==> config.mk <==
export PLATFORM = sky130hd
export DESIGN_NAME = dds_output_gate
export DESIGN_NICKNAME = d
export VERILOG_FILES = /design/src/rtl/dds_pkg.sv /design/src/rtl/dds_delay_cnt.sv /design/src/rtl/dds_output_gate.sv
export SDC_FILE = /design/constraint.sdc
export NUM_CORES = 1
export LEC_CHECK = 0
export ABC_AREA = 1
export BUFFER_PORTS_ARGS = -buffer_cell sky130_fd_sc_hd__buf_2
export CAP_MARGIN = 10
export CORE_MARGIN = 8
export CORE_UTILIZATION = 54
export CTS_BUF_LIST = sky130_fd_sc_hd__clkbuf_8 sky130_fd_sc_hd__clkbuf_16
export CTS_CLUSTER_DIAMETER = 30
export CTS_CLUSTER_SIZE = 10
export DETAILED_ROUTE_END_ITERATION = 10
export GPL_ROUTABILITY_DRIVEN = 0
export PLACE_DENSITY_LB_ADDON = 0.08
export SYNTH_ARGS = -nofsm -noshare
export SYNTH_HDL_FRONTEND = slang
export SYNTH_SLANG_ARGS = --single-unit
==> constraint.sdc <==
create_clock -name CLK -period 4.4 [get_ports CLK]
set_clock_uncertainty 0.15 [all_clocks]
set_input_delay 0.22 -clock CLK [delete_from_list [all_inputs] [get_ports CLK]]
set_output_delay 0.22 -clock CLK [all_outputs]
set_load 0.02 [all_outputs]
==> src/rtl/dds_pkg.sv <==
// ---------------------------------------------------------------------------
// dds_pkg
// Shared definitions for the DDS output gating block.
//   dds_state_e : gate FSM states (IDLE, LEAD, ACTIVE)
//   DDS_DATA_W  : default sample width
//   DDS_CNT_W   : default width of the start/stop delay counters
// ---------------------------------------------------------------------------
package dds_pkg;

  typedef enum logic [1:0] {
    IDLE   = 2'd0,
    LEAD   = 2'd1,
    ACTIVE = 2'd2
  } dds_state_e;

  localparam int DDS_DATA_W = 12;
  localparam int DDS_CNT_W  = 4;

endpackage

==> src/rtl/dds_delay_cnt.sv <==
// ---------------------------------------------------------------------------
// dds_delay_cnt
// Saturating up-counter with synchronous load, enable and terminal compare.
// Ports:
//   CLK      in   clock, rising edge
//   RESET_N  in   synchronous active-low reset (count -> 0)
//   clr      in   load clr_val this edge (priority over en)
//   clr_val  in   value loaded by clr
//   en       in   increment by one; holds at all-ones instead of wrapping
//   term     in   terminal value
//   hit      out  1 when the current count equals term
// ---------------------------------------------------------------------------
module dds_delay_cnt
  import dds_pkg::*;
#(
  parameter int CNT_W = DDS_CNT_W
) (
  input  logic             CLK,
  input  logic             RESET_N,
  input  logic             clr,
  input  logic [CNT_W-1:0] clr_val,
  input  logic             en,
  input  logic [CNT_W-1:0] term,
  output logic             hit
);

  logic [CNT_W-1:0] cnt_q;

  always_ff @(posedge CLK) begin
    if (!RESET_N) begin
      cnt_q <= '0;
    end else if (clr) begin
      cnt_q <= clr_val;
    end else if (en && (cnt_q != '1)) begin
      cnt_q <= cnt_q + 1'b1;
    end
  end

  assign hit = (cnt_q == term);

endmodule

==> src/rtl/dds_output_gate.sv <==
// ---------------------------------------------------------------------------
// dds_output_gate
// Output gating register between the LFM/DDS sample generator and the DAC
// pad. A capture window opens DELAY_START edges after an accepted start
// strobe and the last sample is taken DELAY_STOP edges after the first stop
// strobe; the window closes on the following edge. Outside the window the
// output is IDLE_VALUE (IDLE_MODE=0) or the last captured sample
// (IDLE_MODE=1), and OUTPUT_EN is low so the pad can be tri-stated.
//
// Strobe acceptance: SIGN_START_CALC is taken only on an edge where the gate
// is idle (READY=1 before the edge); otherwise it is dropped. The first
// SIGN_STOP_CALC while busy (or on the accepting start edge) arms the stop
// tracker; later stops are dropped until the window closes.
//
// Ports:
//   CLK              in   clock, rising edge
//   RESET_N          in   synchronous active-low reset / abort
//   INPUT            in   sample stream [DATA_W]
//   SIGN_START_CALC  in   start strobe (level per edge)
//   SIGN_STOP_CALC   in   stop strobe (level per edge)
//   READY            out  1 = idle, start will be accepted
//   OUTPUT           out  registered sample [DATA_W]
//   OUTPUT_EN        out  1 = OUTPUT holds a captured sample
//   DBG_STATE        out  current FSM state for observation
// ---------------------------------------------------------------------------
module dds_output_gate
  import dds_pkg::*;
#(
  parameter int               DATA_W      = DDS_DATA_W,
  parameter int               DELAY_START = 3,
  parameter int               DELAY_STOP  = 2,
  parameter int               CNT_W       = DDS_CNT_W,
  parameter int               IDLE_MODE   = 0,
  parameter logic [DATA_W-1:0] IDLE_VALUE = '0
) (
  input  logic              CLK,
  input  logic              RESET_N,
  input  logic [DATA_W-1:0] INPUT,
  input  logic              SIGN_START_CALC,
  input  logic              SIGN_STOP_CALC,
  output logic              READY,
  output logic [DATA_W-1:0] OUTPUT,
  output logic              OUTPUT_EN,
  output dds_state_e        DBG_STATE
);

  localparam logic [CNT_W-1:0] START_TERM = CNT_W'(DELAY_START);
  localparam logic [CNT_W-1:0] STOP_TERM  = CNT_W'(DELAY_STOP);

  dds_state_e        state_q, state_d;
  logic              ready_d, en_d;
  logic [DATA_W-1:0] out_d;
  logic              stop_seen_q, stop_seen_d;

  logic              start_clr, start_en, start_hit;
  logic [CNT_W-1:0]  start_clr_val;
  logic              stop_clr, stop_en, stop_hit;

  logic              start_acc, stop_acc, close_win;

  // Start counter: loaded with 1 on the accepting edge, so it equals
  // DELAY_START exactly on the edge of the first capture.
  dds_delay_cnt #(.CNT_W(CNT_W)) u_start_cnt (
    .CLK     (CLK),
    .RESET_N (RESET_N),
    .clr     (start_clr),
    .clr_val (start_clr_val),
    .en      (start_en),
    .term    (START_TERM),
    .hit     (start_hit)
  );

  // Stop counter: loaded with 0 on the stop edge; it reads DELAY_STOP on
  // the edge after the last capture, which is the closing edge.
  dds_delay_cnt #(.CNT_W(CNT_W)) u_stop_cnt (
    .CLK     (CLK),
    .RESET_N (RESET_N),
    .clr     (stop_clr),
    .clr_val ('0),
    .en      (stop_en),
    .term    (STOP_TERM),
    .hit     (stop_hit)
  );

  assign start_acc = (state_q == IDLE) && SIGN_START_CALC;
  assign close_win = (state_q != IDLE) && stop_seen_q && stop_hit;
  assign stop_acc  = SIGN_STOP_CALC && !stop_seen_q &&
                     ((state_q != IDLE) || start_acc);

  always_comb begin
    state_d       = state_q;
    ready_d       = READY;
    en_d          = OUTPUT_EN;
    out_d         = OUTPUT;
    stop_seen_d   = stop_seen_q;
    start_clr     = 1'b0;
    start_clr_val = '0;
    start_en      = 1'b0;
    stop_clr      = 1'b0;
    stop_en       = 1'b0;

    if (stop_acc) begin
      stop_seen_d = 1'b1;
      stop_clr    = 1'b1;
    end else if (stop_seen_q) begin
      stop_en = 1'b1;
    end

    case (state_q)
      IDLE: begin
        if (start_acc) begin
          state_d       = LEAD;
          ready_d       = 1'b0;
          start_clr     = 1'b1;
          start_clr_val = CNT_W'(1);
        end
      end
      LEAD: begin
        if (start_hit) begin
          state_d = ACTIVE;
          en_d    = 1'b1;
          out_d   = INPUT;
        end else begin
          start_en = 1'b1;
        end
      end
      ACTIVE: begin
        out_d = INPUT;
      end
      default: begin
        state_d = IDLE;
      end
    endcase

    // Closing wins over everything else, including a LEAD->ACTIVE step on
    // the same edge (stop expiring during LEAD yields an empty window).
    if (close_win) begin
      state_d       = IDLE;
      ready_d       = 1'b1;
      en_d          = 1'b0;
      out_d         = (IDLE_MODE != 0) ? OUTPUT : IDLE_VALUE;
      stop_seen_d   = 1'b0;
      start_clr     = 1'b1;
      start_clr_val = '0;
      stop_clr      = 1'b1;
      stop_en       = 1'b0;
    end
  end

  always_ff @(posedge CLK) begin
    if (!RESET_N) begin
      state_q     <= IDLE;
      READY       <= 1'b1;
      OUTPUT_EN   <= 1'b0;
      OUTPUT      <= IDLE_VALUE;
      stop_seen_q <= 1'b0;
    end else begin
      state_q     <= state_d;
      READY       <= ready_d;
      OUTPUT_EN   <= en_d;
      OUTPUT      <= out_d;
      stop_seen_q <= stop_seen_d;
    end
  end

  assign DBG_STATE = state_q;

endmodule

* After elaboration in Yosys (flattened, before gate mapping)
Cells that the tools add are included.
Operators by class: add/subtract/negate cells 2, equal/unequal tests 8, multiplexer cells 20, bitwise gates (word level) 2, reductions and logical operators 19
Operator list (count):
- one-hot mux 12 bit (2 select lines) | 1
- two-way mux 1 bit | 12
- two-way mux 12 bit | 1
- two-way mux 4 bit | 3
- adder 4 x 1 -> 4 bit, second input constant | 2
- equality test 4 x 2 -> 1 bit, second input constant | 2
- != test 4 bit, second input constant | 2
- logical AND 1 bit | 7
- one-hot mux 2 bit (3 select lines) | 1
- AND reduction 2 bit | 3
- nonzero test 2 bit | 3
- two-way mux 2 bit | 2
- != test 2 bit, second input constant | 2
- OR reduction 2 bit | 2
- AND reduction 3 bit | 1
- equality test 2 x 1 -> 1 bit, second input constant | 1
- equality test 2 bit, second input constant | 1
- logical NOT 2 bit | 1
- NOT 1 bit | 2
- logical NOT 1 bit | 1
- logical OR 1 bit | 1
Storage, ports and cells: register bits after elaboration 25, input port bits 16, output and inout bits 16, logic and storage cells 58

* Longest topological paths before layout
word-level depth 7, gate-level depth with buffers 10, gate-level depth less buffers 9

* Hierarchy
From an unflattened synthesis, not the netlist that was laid out.
Second synthesis, totals: cells, all modules 211, area, all modules 1395.1 um2
By module, submodules not included:
- dds_output_gate | times used 1, cells an instance 115, area an instance 782.0 um2, sequential area each 340.3 um2
- dds_delay_cnt | times used 2, cells an instance 48, area an instance 306.5 um2, sequential area each 80.1 um2

* Worst setup path before layout
Ideal clock, no wire load.
path type flip-flop to flip-flop, start point reg state_q[0] (netlist: DBG_STATE[0]), end point reg OUTPUT[3], setup time 0.112 ns, arrival 1.210 ns, required time 4.138 ns, slack 2.928 ns, stages on the path, launching flop included 9, path buffers 1, clock period less this slack 1.472 ns, path through dfxtp_1 > inv_1 > nand2_2 > nand3_4 > nand2_4 > inv_4 > buf_12 > o21ai_2 > nor2_2
Between the ends: cells in the longest elaborated chain, start to end 4, elaborated cells between the ends (all ways) 10, classes of those cells eq/ne: 3; mux: 1; reduce/logical: 6
RTL lines:
- from (decl) | line dds_output_gate.sv:50 | dds_state_e state_q, state_d;
- from (signal assigned) | line dds_output_gate.sv:158 | state_q <= state_d;
- parallel branches: the longest is 4 deep, another holds equality test 2 x 1 -> 1 bit
- to (signal assigned) | line dds_output_gate.sv:161 | OUTPUT <= out_d;
- to (decl) | line dds_output_gate.sv:42 | output logic [DATA_W-1:0] OUTPUT,
Several ways; the timed one is not identified. A chain may end at the register's enable or synchronous reset.

* Worst setup path in the final report
start point reg state_q[1] (netlist: DBG_STATE[1]), end point reg OUTPUT[6]
Same word-level chain as after synthesis.

==> results.txt <==
FILL cells -> 214
Die width -> 62.5 µm
Core Rows -> 17
Leak -> 0.665 nW
Hold buffers post-CTS -> 0
CP bufs+invs -> 2
Period utilization -> 0.403
CP peak stage delay -> 0.57 ns
Finished Layout Cells -> 209
Slew @ Worst Pin -> 0.719 ns
F_max -> 563 MHz
Max-cap violation count -> 0
Clk sink count -> 25
Post-place instance area -> 1320 µm²
Overall Power -> 0.414 mW
Dpl hpwl -> 1.93 mm
First-pass GRT wire length -> 4.22 mm
Final Net Count -> 201
Hold_ws -> 0.0261 ns
Core area -> 2130 µm²
Hold path start -> INPUT[4]
Clk buf depth -> 2
Post-synthesis sequential area ratio -> 0.428
Starting Density -> 0.549
RSZ-0062 raised after global routing -> false
Setup Crit Path Kind -> flip-flop to flip-flop
Pwr dens -> 304 nW/µm²
Final Util -> 0.640
Status -> completed
Gr usage total -> 0.128
CP Capture Type -> flip-flop
H-tree Lvls -> 1
Min-delay worst type -> input pin to flip-flop
DRT iter0 DRCs -> 25
Slowest stage cell, crit path -> o21ai_2
Area grow syn2layout -> 16.5%
Setup violators final -> 0
Setup Slack @ Placement -> 2.61 ns
CP top delay family -> compound AO/OA/AOI/OAI gates
Routed vias -> 1043
Port-buffer cells -> 31
Avg WL per Cell -> 11.5 µm
TritonCTS buffer count -> 3
Setup Buffers After CTS -> 0
Worst skew pair latency -> 0.26 ns
Reg-to-reg startpoint -> DBG_STATE[1]
Syn nets -> 168
Num ports -> 32
Relative slew slack -> 0.520
Initial DRT Pass Iterations -> 4
Vias in the first global route -> 1080
Worst-path cell chain -> inv_2 > o21ai_2 > inv_2 > nor2_1 > nor2_1
Grt ovf -> 0
Via/cell ratio -> 4.99
Root Buffer -> clkbuf_8
CP required -> 4.41 ns
Largest net degree at the start of global routing -> 15
FF-to-FF End -> OUTPUT[6]
Sum Neg Setup Slack -> 0 ns
Synth unique cells -> 25
Worst VDD drop -> 182 µV
Post-cts resize count -> 0
Cell Area, Synth -> 1170 µm²
Fin. max-slew vios -> 0
Cell area after layout -> 1360 µm²
Critical Path Source -> DBG_STATE[1]
Final hold violations -> 0
N_diodes -> 0
Drt total wl -> 2.41 mm
R2R cell count -> 5
Reg clk slew, reported paths -> 0.08 ns
Max Fanout on Critical Path -> 13
Initial antenna violation count -> 0
Ys Warns -> 0
Die area -> 3910 µm²
DRT antenna net count -> 0
Post-layout minimum cycle time -> 1.78 ns
Crit path depth -> 5
# DRC -> 0
Share of layout cells above drive strength 1 -> 0.298
Startpoint types -> flip-flop
CTS tree -> yes
Syn avg cell area -> 7.84 µm²
Seq cells post-synth -> 25
Data arrival time of the worst path -> 1.79 ns
Flop2flop setup slack -> 2.62 ns
Cells after DPL -> 205
Gate Count Post-Synth -> 149
DIE HEIGHT -> 62.5 µm
CP endpoint -> OUTPUT[6]
Setup WS post-layout -> 2.62 ns
==> flip-flops by register name, indices dropped and copies added (netlist names) <==
name	count
READY	1
OUTPUT	12
OUTPUT_EN	1
u_stop_cnt.cnt_q	4
DBG_STATE	2
u_start_cnt.cnt_q	4
stop_seen_q	1
==> final cells by class <==
| cell class | instances | area [µm²] | area share |
|---|---|---|---|
| well taps | 28 | 35.0 | 0.0257 |
| clock inverters | 1 | 3.75 | 0.00276 |
| flip-flops and latches | 25 | 500 | 0.368 |
| multi-input cells | 102 | 552 | 0.405 |
| inverters | 19 | 73.8 | 0.0542 |
| clock buffers | 3 | 41.3 | 0.0303 |
| repair buffers | 31 | 155 | 0.114 |
==> layer usage <==
| layer | GRT usage | wire length, µm | vias to the layer above | part of all wire |
|---|---|---|---|---|
| li1 | - | - | 543 | - |
| met1 | 0.134 | 1070 | 472 | 0.44 |
| met2 | 0.225 | 1180 | 24 | 0.49 |
| met3 | 0.0430 | 132 | 4 | 0.055 |
| met4 | 0.0598 | 29 | 0 | 0.012 |
| met5 | 0 | 0 | - | 0 |
==> cell usage after synthesis <==
master,count,area (µm²)
nand3_1,8,40.0
nor2_1,35,131
o211ai_1,1,7.51
o21ai_0,4,20.0
nand3b_1,1,7.51
o21ai_2,10,87.6
dfxtp_1,25,500
nor2_2,2,12.5
inv_1,16,60.1
nand2_2,1,6.26
nand2_4,1,11.3
nand3_2,1,10.0
nand3_4,1,17.5
inv_4,1,6.26
ha_1,3,37.5
nand2_1,19,71.3
inv_2,2,7.51
buf_6,2,22.5
a21oi_1,8,40.0
nor2_4,1,11.3
xor2_1,2,17.5
buf_12,1,20.0
o21ai_1,1,5.00
nor3_1,1,5.00
nand4_1,2,12.5
==> worst min-delay path by stage <==
stage | slack, ns | cells after the start | end
CTS | 0.02 | 3 | OUTPUT[4]
finish | 0.03 | 3 | OUTPUT[4]
detailed placement | 0.29 | 2 | OUTPUT_EN
floorplan | 0.18 | 2 | u_start_cnt.cnt_q[1]
global route | 0.03 | 3 | OUTPUT[10]
global placement | 0.29 | 2 | OUTPUT_EN
==> cells by family after synthesis <==
group / after synthesis / synth area share
XOR/XNOR: 2 / 0.0150
AND/OR/NAND/NOR: 73 / 0.288
adder cells (fa/ha/maj): 3 / 0.0321
AO/OA/AOI/OAI: 24 / 0.137
flip-flops: 25 / 0.428
buffers and inverters: 22 / 0.0996
==> cell usage in the layout (no fill, tap or decap), drive strengths merged <==
master	count
nor3	1
buf	31
dfxtp	25
clkbuf	3
xor2	2
nand4	2
nand2	21
ha	3
nand3b	1
o211ai	1
a21oi	8
nand3	10
inv	20
nor2	38
o21ai	15
==> report_power, final <==
part / switching (mW) / internal [mW] / total, mW / leakage [nW]
sequential: 0.00456 / 0.232 / 0.237 / 0.203
combinational: 0.0293 / 0.0174 / 0.0467 / 0.435
clock: 0.0683 / 0.0623 / 0.131 / 0.0269
total: 0.102 / 0.312 / 0.414 / 0.665
==> worst reg2reg max path: stages, from the launching register on <==
cell and delay, ns:
dfxtp_1 0.41, inv_2 0.06, o21ai_2 0.57, inv_2 0.26, nor2_1 0.16, nor2_1 0.06
Note: power is estimated with default switching activity, not from simulation.
